<file path="src/rtl/menu_arrow_ctrl.sv">
// Menu cursor controller: button presses move a highlighted index and arrow sprite; select blinks then confirms.
// Optional MENU_WRAP_EN: index wraps at the ends instead of saturating.
module menu_arrow_ctrl #(
  parameter int N_ITEMS        = 3,
  parameter int ITEM0_Y        = 190,
  parameter int ITEM_PITCH     = 40,
  parameter int ARROW_X        = 312,
  parameter int REPEAT_FRAMES  = 15,
  parameter int BLINK_FRAMES   = 8,
  parameter int CONFIRM_BLINKS = 3
) (
  input  logic       clk,
  input  logic       reset,
  input  logic       menu_en,
  input  logic       frame_tick,
  input  logic       btn_up,
  input  logic       btn_down,
  input  logic       btn_select,
  output logic [9:0] arrow_x,
  output logic [9:0] arrow_y,
  output logic       arrow_visible,
  output logic [2:0] sel_index,
  output logic       sel_valid,
  output logic       busy
);

  localparam logic [1:0] S_IDLE    = 2'd0;
  localparam logic [1:0] S_NAV     = 2'd1;
  localparam logic [1:0] S_CONFIRM = 2'd2;
  localparam logic [1:0] S_DONE    = 2'd3;

  localparam int HW = $clog2(REPEAT_FRAMES + 1);
  localparam int BW = $clog2(BLINK_FRAMES + 1);
  localparam int TW = $clog2(2 * CONFIRM_BLINKS + 1);

  localparam logic [2:0]    LAST_IDX  = 3'(N_ITEMS - 1);
  localparam logic [9:0]    Y_FIRST   = 10'(ITEM0_Y);
  localparam logic [9:0]    Y_LAST    = 10'(ITEM0_Y + (N_ITEMS - 1) * ITEM_PITCH);
  localparam logic [9:0]    PITCH     = 10'(ITEM_PITCH);
  localparam logic [9:0]    X_POS     = 10'(ARROW_X);
  localparam logic [HW-1:0] HOLD_LAST = HW'(REPEAT_FRAMES - 1);
  localparam logic [BW-1:0] BLNK_LAST = BW'(BLINK_FRAMES - 1);
  localparam logic [TW-1:0] TOG_LAST  = TW'(2 * CONFIRM_BLINKS - 1);

  logic [1:0]    state_q, state_d;
  logic [2:0]    sel_q, sel_d;
  logic [9:0]    y_q, y_d;
  logic [9:0]    x_q;
  logic          vis_q, vis_d;
  logic          valid_q, valid_d;
  logic          busy_q, busy_d;
  logic          up_prev_q, up_prev_d;
  logic          dn_prev_q, dn_prev_d;
  logic          sl_prev_q, sl_prev_d;
  logic [HW-1:0] hold_q, hold_d, hold_base;
  logic          hold_dir_q, hold_dir_d;
  logic [BW-1:0] blink_q, blink_d;
  logic [TW-1:0] tog_q, tog_d;
  logic          rep, move_up, move_dn;

  logic up_e, dn_e, sl_e, one_held;
  assign up_e     = btn_up & ~up_prev_q;
  assign dn_e     = btn_down & ~dn_prev_q;
  assign sl_e     = btn_select & ~sl_prev_q;
  assign one_held = btn_up ^ btn_down;

  always_comb begin
    state_d    = state_q;
    sel_d      = sel_q;
    y_d        = y_q;
    vis_d      = vis_q;
    valid_d    = 1'b0;
    busy_d     = busy_q;
    up_prev_d  = 1'b0;
    dn_prev_d  = 1'b0;
    sl_prev_d  = 1'b0;
    hold_d     = hold_q;
    hold_dir_d = hold_dir_q;
    blink_d    = blink_q;
    tog_d      = tog_q;
    rep        = 1'b0;
    move_up    = 1'b0;
    move_dn    = 1'b0;
    hold_base  = (btn_down != hold_dir_q) ? '0 : hold_q;

    case (state_q)
      S_IDLE: begin
        vis_d  = 1'b0;
        busy_d = 1'b0;
        if (menu_en) begin
          state_d = S_NAV;
          sel_d   = 3'd0;
          y_d     = Y_FIRST;
          vis_d   = 1'b1;
          hold_d  = '0;
        end
      end
      S_NAV: begin
        // Edge history is kept only in NAV, so a button held on entry counts as a press.
        up_prev_d = btn_up;
        dn_prev_d = btn_down;
        sl_prev_d = btn_select;
        if (!one_held) begin
          hold_d = '0;
        end else begin
          hold_dir_d = btn_down;
          hold_d     = hold_base;
          if (frame_tick) begin
            if (hold_base == HOLD_LAST) begin
              hold_d = '0;
              rep    = 1'b1;
            end else begin
              hold_d = hold_base + HW'(1);
            end
          end
        end
        move_up = (up_e & ~dn_e) | (rep & btn_up);
        move_dn = (dn_e & ~up_e) | (rep & btn_down);
        if (sl_e) begin
          state_d = S_CONFIRM;
          busy_d  = 1'b1;
          blink_d = '0;
          tog_d   = '0;
          hold_d  = '0;
        end else if (move_up) begin
          if (sel_q == 3'd0) begin
`ifdef MENU_WRAP_EN
            sel_d = LAST_IDX;
            y_d   = Y_LAST;
`endif
          end else begin
            sel_d = sel_q - 3'd1;
            y_d   = y_q - PITCH;
          end
        end else if (move_dn) begin
          if (sel_q == LAST_IDX) begin
`ifdef MENU_WRAP_EN
            sel_d = 3'd0;
            y_d   = Y_FIRST;
`endif
          end else begin
            sel_d = sel_q + 3'd1;
            y_d   = y_q + PITCH;
          end
        end
      end
      S_CONFIRM: begin
        if (frame_tick) begin
          if (blink_q == BLNK_LAST) begin
            blink_d = '0;
            vis_d   = ~vis_q;
            tog_d   = tog_q + TW'(1);
            if (tog_q == TOG_LAST) begin
              valid_d = 1'b1;
              busy_d  = 1'b0;
              state_d = S_DONE;
            end
          end else begin
            blink_d = blink_q + BW'(1);
          end
        end
      end
      default: begin
        vis_d = 1'b1;
      end
    endcase

    // Leaving the menu overrides everything, including a confirm in progress.
    if (!menu_en) begin
      state_d = S_IDLE;
      vis_d   = 1'b0;
      busy_d  = 1'b0;
      valid_d = 1'b0;
      hold_d  = '0;
      blink_d = '0;
      tog_d   = '0;
    end
  end

  always_ff @(posedge clk) begin
    if (reset) begin
      state_q    <= S_IDLE;
      sel_q      <= 3'd0;
      y_q        <= Y_FIRST;
      x_q        <= X_POS;
      vis_q      <= 1'b0;
      valid_q    <= 1'b0;
      busy_q     <= 1'b0;
      up_prev_q  <= 1'b0;
      dn_prev_q  <= 1'b0;
      sl_prev_q  <= 1'b0;
      hold_q     <= '0;
      hold_dir_q <= 1'b0;
      blink_q    <= '0;
      tog_q      <= '0;
    end else begin
      state_q    <= state_d;
      sel_q      <= sel_d;
      y_q        <= y_d;
      x_q        <= X_POS;
      vis_q      <= vis_d;
      valid_q    <= valid_d;
      busy_q     <= busy_d;
      up_prev_q  <= up_prev_d;
      dn_prev_q  <= dn_prev_d;
      sl_prev_q  <= sl_prev_d;
      hold_q     <= hold_d;
      hold_dir_q <= hold_dir_d;
      blink_q    <= blink_d;
      tog_q      <= tog_d;
    end
  end

  assign arrow_x       = x_q;
  assign arrow_y       = y_q;
  assign arrow_visible = vis_q;
  assign sel_index     = sel_q;
  assign sel_valid     = valid_q;
  assign busy          = busy_q;

endmodule
</file>
<file path="config.mk">
export PLATFORM = sky130hd
export DESIGN_NAME = menu_arrow_ctrl
export DESIGN_NICKNAME = d
export VERILOG_FILES = /design/src/rtl/menu_arrow_ctrl.sv
export SDC_FILE = /design/constraint.sdc
export NUM_CORES = 1
export LEC_CHECK = 0
export ABC_AREA = 0
export BUFFER_PORTS_ARGS = -buffer_cell sky130_fd_sc_hd__buf_2
export CAP_MARGIN = 10
export CORE_MARGIN = 2
export CORE_UTILIZATION = 28
export CTS_BUF_LIST = sky130_fd_sc_hd__clkbuf_2 sky130_fd_sc_hd__clkbuf_4 sky130_fd_sc_hd__clkbuf_8
export CTS_CLUSTER_SIZE = 8
export DETAILED_ROUTE_END_ITERATION = 10
export GPL_ROUTABILITY_DRIVEN = 0
export GPL_TIMING_DRIVEN = 0
export RECOVER_POWER = 25
export SLEW_MARGIN = 20
export SYNTH_ARGS = -nofsm -noshare
export SYNTH_HDL_FRONTEND = slang
export SYNTH_SLANG_ARGS = --single-unit
export TNS_END_PERCENT = 50
</file>
<file path="constraint.sdc">
create_clock -name clk -period 4.6 [get_ports clk]
set_input_delay 1.15 -clock clk [delete_from_list [all_inputs] [get_ports clk]]
set_output_delay 1.15 -clock clk [all_outputs]
set_load 0.05 [all_outputs]
</file>
[Word level (Yosys, flattened, before mapping)]
Index checks and enable logic that the tools add are counted.
Cells by class
  $add $sub $neg: 7
  eq/ne operators: 16
  mux-type cells: 46
  bitwise operators: 21
  reductions and logical operators: 14
Operator list (count)
  $mux 10: 6
  $mux 4: 8
  $mux 3: 9
  $pmux 10 s2: 1
  $pmux 4 s2: 2
  $ne 2x2->1 const B: 6
  $pmux 3 s2: 2
  $mux 1: 11
  $not 1->1: 11
  $add 10x6->10 const B: 1
  $sub 10x6->10 const B: 1
  $ne 3x3->1 const B: 3
  $add 4x1->4 const B: 2
  $mux 2: 4
  $and 1x1->1: 7
  $add 3x1->3 const B: 2
  $pmux 2 s3: 1
  $reduce_and 3->1: 2
  $reduce_and 6->1: 1
  $reduce_and 5->1: 1
  $reduce_or 5->1: 1
  $eq 4x3->1 const B: 1
  $eq 4x4->1 const B: 1
  $reduce_and 4->1: 1
  other kinds (16): 19
Word-level totals
  bits in registers: 33
  bits of input ports: 7
  output and inout bits: 26
  logic and storage cells: 117

[Longest topological paths before layout]
Gate-level depths: netlist of the first run.
  depth after elaboration: 13
  gate-level depth with buffers: 14
  gate-level depth less buffers: 13

[Worst setup path after synthesis of the first run]
OpenSTA, ideal clock, no wires.
  path type: input port to flip-flop
  start: input btn_down
  end: register y_q[9], in the netlist arrow_y[9]
  setup time: 0.149 ns
  data arrival time: 3.709 ns
  required time: 4.451 ns
  setup slack: 0.742 ns
  stages on the path: 14
  path buffers: 1
  cell sequence: buf_4 xnor2_2 and2_1 ha_1 and4_1 a21boi_0 nor2_1 inv_1 ha_1 nand3_1 a21oi_1 o211ai_1 a41oi_1 a31oi_1
Between the ends
  longest elaborated chain between the ends: 12
  elaborated cells on any way between the ends: 23
  those cells by class: eq/ne: 5; mux: 8; bitwise: 9; reduce/logical: 1
RTL lines
  start, declared: line 17  | input logic btn_down,
  $ne 1x1->1: line 84  | hold_base = (btn_down != hold_dir_q) ? '0 : hold_q;
  $mux 4: line 84
  $eq 4x4->1: line 109  | if (hold_base == HOLD_LAST) begin
  $mux 1: line 109
  $mux 1: line 108  | if (frame_tick) begin
  $mux 1: line 103  | if (!one_held) begin
  $mux 1: line 86  | case (state_q)
  $and 1x1->1: line 117  | move_up = (up_e & ~dn_e) | (rep & btn_up);
  $or 1x1->1: line 117
  $mux 10: line 125  | end else if (move_up) begin
  $mux 10: line 119  | if (sl_e) begin
  $pmux 10 s2: line 86
  end signal, assigned: line 199  | y_q <= y_d;
  end, declared: line 47  | logic [9:0] y_q, y_d;
Parallel ways exist; a longest one is shown, timed or not. The select of a mux whose other input is x is not followed.
A chain may end at the register's enable or synchronous reset.

[Final worst setup path of the first run]
Same ends and word-level chain as after synthesis.

==> results of run 1 <==
-- worst max path at each step --
stage                     startpoint          to  slack, ns  depth (start not counted)
final                       btn_down  arrow_y[9]       0.46                         15
after global routing        btn_down  arrow_y[9]       0.15                         15
after CTS                   btn_down  arrow_y[9]       0.29                         15
after detailed placement    btn_down  arrow_y[9]       0.05                         15
after global placement      btn_down  arrow_y[9]       0.13                         15
after floorplan             btn_down  arrow_y[9]       0.74                         14
-- critical path, stage by stage --
cell and delay (ns):
buf_2 0.12, buf_4 0.18, xnor2_2 0.29, and2_1 0.21, ha_1 0.18, and4_1 0.24
a21boi_0 0.18, nor2_2 0.33, inv_1 0.14, ha_1 0.34, nand3_1 0.11, a21oi_1 0.31
o211ai_1 0.17, a41oi_1 0.29, a31oi_1 0.06
-- cell usage in the layout, fill, tap and decap left out, types with 4 or more instances in the layout --
master,count
a31oi_1,5
nor2_1,12
dfxtp_1,31
a21oi_1,16
inv_1,11
clkbuf_8,6
nand3_1,8
o211ai_1,5
buf_2,16
xor2_1,5
buf_4,15
clkbuf_1,8
and3_1,4
o21ai_0,11
conb_1,11
nand2_1,20
ha_1,15
-- final cells by class --
type / instances / area [um2]
Buffer: 19 / 128
Sequential cell: 31 / 621
Timing Repair Buffer: 20 / 95.1
Clock buffer: 6 / 82.6
Clock inverter: 2 / 35.0
Tap cell: 99 / 124
Multi-Input combinational cell: 183 / 1330
Inverter: 11 / 41.3
Fill cell: 797 / 4760
-- kinds of logic (layout without fill, tap and decap cells) --
kind of cell	after synthesis	after routing	share of synthesized area [%]
mux	3	3	1.50
fa+ha+maj	17	17	10.9
xor+xnor	10	10	4.93
compound gates	69	69	24.9
flops	31	31	29.8
buf+inv	30	58	8.17
other cells	2	11	0.361
simple gates	73	73	19.4
-- stage by stage --
stage | std cells | instance area [um2] | hold WS, ns
finish | 371 | 2450 | 0.478
global route | 371 | 2450 | 0.509
CTS | 371 | 2460 | 0.475
detailed placement | 363 | 2340 | 0.457
global placement | 363 | 2340 | 0.455
floorplan | 244 | 2120 | 0.449
-- flip-flops by register name (all words and copies together), names as in the netlist --
register       count
arrow_visible      1
arrow_y            8
blink_q            4
busy               1
dn_prev_q          1
hold_dir_q         1
hold_q             4
sel_index          3
sel_valid          1
sl_prev_q          1
state_q            2
tog_q              3
up_prev_q          1
-- Yosys cell counts, types with 3 or more instances --
master    count  area (um2)
a21boi_0      3        22.5
a21oi_1      16        80.1
a31oi_1       5        31.3
and3_1        4        25.0
and4_1        3        26.3
buf_4        15         113
clkbuf_1      3        11.3
dfxtp_1      31         621
ha_1         15         188
inv_1        11        41.3
nand2_1      20        75.1
nand3_1       8        40.0
nand4b_1      3        26.3
nor2_1       13        48.8
nor2b_1       3        18.8
o211ai_1      5        37.5
o21ai_0      11        55.1
xnor2_1       3        26.3
xor2_1        5        43.8
-- report_power, final --
part | total (W) | internal [W] | switching (W)
Combinational | 0.000231 | 0.0000709 | 0.000160
Sequential | 0.000300 | 0.000284 | 0.0000162
Clock | 0.000288 | 0.000175 | 0.000113
-- timing repair --
item                       CTS  global route
setup endpoints to repair    0             1
resized for setup            0             1
setup buffers                0             0
-- metal layers --
metal | track usage [%] | vias to the layer above
met5 | 0 | -
met4 | 6.15 | 0
met3 | 2.18 | 6
met2 | 20.4 | 29
met1 | 15.3 | 842
li1 | - | 919
==> results.txt, run 1 <==
- Bufs on Longest Clock Path: 2
- Final Total Pwr: between 0.0008 and 0.0009 W
- Final hold violation count: 0
* CTS sink count: 31
* Pin count of the biggest net entering global routing: 11
- At the worst endpoint, the arrival time is 4.32 ns.
- The detailed router finished its first iteration with 61 violations.
* Setup TNS after final layout: 0 ns
* Vias post-DR: between 1500 and 2000
- Max-slew violation total from the final report: 0
- # hold bufs at CTS: 0
- Startpoint of the worst hold path: busy
- Across the VDD grid, the largest voltage drop is ~0.11 mV.
- The routed design could run at a clock period as short as a little over 4 ns.
* Final core utilization: about a third
- Die ar.: 0.00814 mm2
- Maxcap violations: 0
- Num CTS Buffers: 5
- After detailed routing, the met2 layer carries 2220 um of wire.
* Placement-stage worst setup slack: around 0.053 ns
* Initial standard-cell utilization of the core: 28.9%
- In the detailed route, the total length drawn on met3 is 135 um.
* Final worst-path cycle share: between 90% and 100%
* Endpoint kind of the worst setup timing path: register
* Maximum clock skew at final layout: between 0.008 and 0.009 ns
- Setup repair after global routing left no endpoint under its margin.
- The number of antenna diodes in the final layout is 0.
- Highest metal used: met4
- Synthesis inferred 31 register bits.
* DRT met1 WL: around 2300 um
* Maximum operating frequency: 241 MHz
* Core region area: about 0.0072 mm2
* TritonCTS clock tree: yes
* Flop2flop setup slack: 1.17 ns
- Number of warnings printed during yosys synthesis: 0
* Worst skew pair latency: 0.30 ns
- Worst-path maximum fanout: 10
- After clock tree synthesis, the clock-pin slew on the worst setup and hold paths is ~0.070 ns.
- In this run the critical register-to-register path is captured at arrow_y[9].
* Hold WC Path Type: reg -> reg
- Unique cell type count in the Yosys netlist: 60
- The mapped netlist covers around 0.0021 mm2.
- Dividing the synthesized area by the synthesized cell count gives between 8 and 9 um2.
* Sum of net half-perimeters after detailed placement: 3490 um
- Row generation in the floorplan step produced 31 rows.
- Port buffering added 20 buffers.
- Least setup slack across all paths after layout: 0.456 ns
* Power density relative to cell area: between 300 and 400 mW/mm2
* Final routed wire length divided by cell count: ~13 um
- Pre-antenna DRT Iters: 4
* Status: finished, final reports clean
- Yosys mapped a number of flops with a built-in enable equal to 0.
- Data on the critical path is required at its endpoint by ~4.8 ns.
- Via count of the first global-routing pass: 1834
- Wirelength, routed: between 4000 and 5000 um
- Kind of launch point of the worst setup path: input port
- Ports: 33
- Master cell of the clock root buffer: clkbuf_8
* Static leakage power: roughly 1 nW
- The worst hold path terminates at busy.
* Startpoint of the worst-slack reg-to-reg timing path: hold_dir_q
* Antenna-violating nets left: 0
- Worst setup path category: in -> reg
* Most used DFF post-synth: dfxtp_1
* Share of synthesized registers carrying an async set or reset: 0%
- Worst slew slack as a fraction of its limit: 58.3%
- Count of unresolved DRC violations after routing: 0
- Counting instances, the worst hold path has a depth of 2.
- For the pin with the worst max-slew slack, the measured transition is about 0.62 ns.
* Wire length of the first global-routing pass: around 8300 um
- Total routing resource utilization after global routing: roughly 12%
* Area growth, synth to finish: 17.8%
- The number of antenna violations at the first check in global routing came to 0.
- Share of cells above drive strength 1: between 15 and 20%
- Post-layout nets: 295
- Measured along the x axis, the die boundary spans 90.2 um.
* Cells after synthesis: between 200 and 250
* Remaining global-route overflow: 0
- Depth of the CTS H-tree: 2
- Sequential elements use between 20% and 30% of the synthesized area.
* Final setup violation count: 0
- Die Span Y: 90.2 um
- Vias/cell: 4.84
- Worst reg-to-reg path cell count: 13
(Power assumes the default switching activity.)
==> run 2: changes to the inputs <==
MAX_ROUTING_LAYER = met4   (was unset)
==> results.txt, run 2 (same netlist as run 1, synthesis figures left out) <==
* Status: finished, final reports clean
* Master cell of the clock root buffer: clkbuf_8
* Vias post-DR: about 1800
- TritonCTS built the clock tree.
* Depth of the CTS H-tree: 2
- Maxcap violations: 0
- Final setup violation count: 0
- Flip-flop and latch area: ~620 um2
- Number of non-filler instances in the completed layout: 371
- The worst pin sits at a relative slew slack of about three fifths.
- Total routing resource utilization after global routing: 12.6%
- Once detail routing completed, the nets flagged for antenna violations numbered 0.
* Vias/cell: approximately 4.8
- Die Span Y: about 90 um
* Placement-stage worst setup slack: 0.0530 ns
- Setup TNS after final layout: 0 ns
* Num CTS Buffers: 5
* CTS sink count: 31
- Transition time at the pin with the least slew margin: 0.613 ns
- Setup repair bufs after CTS: 0
- Relative to the synthesized area, the layout overhead comes to 17.8%.
- Max-slew violation total from the final report: 0
- Maximum operating frequency: 241 MHz
- # placed instances: 363
- Final worst-path cycle share: about nine tenths
- Row generation in the floorplan step produced 31 rows.
- The total overflow left after global routing is 0.
- Leaving out fill and tap cells, the most frequent cell in the layout is dfxtp_1.
- Iter 0 DRT Violations: 75
- In this run the power density over the cells is around 330 mW/mm2.
- Ports: 33
- The die covers approximately 0.0081 mm2.
* Max FFs per register: 8
- Commonest cells after routing, fill and taps aside: dfxtp_1, nand2_1, a21oi_1, buf_2
- The core region is about 0.0072 mm2.
- Sum of net half-perimeters after detailed placement: 3490 um
- Data arrival time at the worst-slack endpoint: 4.34 ns
- Setup repair after global routing left no endpoint under its margin.
- Worst skew pair latency: 0.30 ns
* Inserted Diodes: 0
- Maximum clock skew at final layout: approximately 0.0086 ns
* Clk pin slew, worst setup/hold paths: about 0.070 ns
* Wire length of the first global-routing pass: 8320 um
- # hold bufs at CTS: 0
- The pre-antenna-repair detailed-routing pass consisted of 4 iterations.
- The worst setup path is captured at a register.
- Dividing the detail-routed wire length by the instance count gives 12.8 um.
- Initial standard-cell utilization of the core: 28.9%
- The number of antenna violations at the first check in global routing was 0.
- Least setup slack across all paths after layout: ~0.44 ns
* Via count of the first global-routing pass: 1834
- STA classifies the critical path startpoint as an input port.
- Static leakage power: 0.975 nW
- The die is 90.2 um wide.
* Wirelength, routed: 4750 um
- Worst-path maximum fanout: 10
- The critical path in this run is classified as in -> reg.
- Data on the critical path is required at its endpoint by around 4.8 ns.
- The number of hold violations in the final report came to 0.
- The worst path needs between 4 and 5 ns of the cycle, external delays included.
- IO Port Bufs: 20
* Maximum ir drop on the vdd rail: roughly 0.11 mV
* Pin count of the biggest net entering global routing: 11
- Hold WC Path Type: reg -> reg
- Count of unresolved DRC violations after routing: 0
- In the final design database the tool counted between 200 and 300 nets.
- Count of filler cells inserted in the layout: approximately 800
* Bufs on Longest Clock Path: 2
- Cells with a size suffix above 1 make up between 10% and 20% of the layout.
- Multi-input combinational cell area: 0.00133 mm2
## run 2: cell counts in the layout (fill, tap and decap cells not counted)
Identical to the previous run, type by type.
## run 2: final timing paths
path              startpoint         end  slack (ns)  cells after the start
hold / removal          busy        busy        0.48                      2
hold reg to reg         busy        busy        0.48                      2
setup / recovery    btn_down  arrow_y[9]        0.44                     15
setup reg to reg  hold_dir_q  arrow_y[9]        1.16                     13
## run 2: timing repair
action,4_1_cts,5_1_grt
hold endpoints to repair,0,0
endpoints found under the setup margin,0,1
gates resized for setup,0,1
## run 2: layer usage
layer / up-vias / global-route usage [%] / wire length [um]
li1: 920 / - / -
met2: 29 / 20.4 / 2210
met1: 839 / 15.3 / 2290
met3: 8 / 2.18 / 151
met5: - / - / 0
met4: 0 / 6.15 / 97
## run 2: report_power, final
| part | leakage [nW] | switching (W) | total, W | internal [W] |
|---|---|---|---|---|
| logic | 0.663 | 0.000160 | 0.000231 | 0.0000709 |
| clock network | 0.0612 | 0.000114 | 0.000289 | 0.000175 |
| registers | 0.251 | 0.0000162 | 0.000300 | 0.000284 |
| total | 0.975 | 0.000290 | 0.000820 | 0.000530 |
## run 2: worst max-delay path, stage by stage
cell	delay (ns)
buf_2	0.12
buf_4	0.18
xnor2_2	0.29
and2_1	0.21
ha_1	0.18
and4_1	0.24
a21boi_0	0.18
nor2_2	0.33
inv_1	0.15
ha_1	0.34
nand3_1	0.11
a21oi_1	0.31
o211ai_1	0.17
a41oi_1	0.30
a31oi_1	0.06
## run 2: layout make-up
cell class	instances	area share, %
inverter	11	1.68
timing repair buffer	20	3.88
sequential	31	25.3
multi-input combinational	183	54.1
buffer	19	5.20
clock buffer	6	3.37
tap	99	5.05
clock inverter	2	1.43
## run 2: metrics by stage
step / utilization, % / hold slack [ns] / total power [W] / cell area (um2)
final: 34.0 / 0.478 / 0.000820 / 2450
after global routing: 34.0 / 0.509 / 0.000858 / 2450
after CTS: 34.1 / 0.475 / 0.000826 / 2460
after detailed placement: 32.4 / 0.457 / 0.000535 / 2340
after global placement: 32.4 / 0.455 / 0.000533 / 2340
after floorplan: - / 0.449 / 0.000489 / 2120
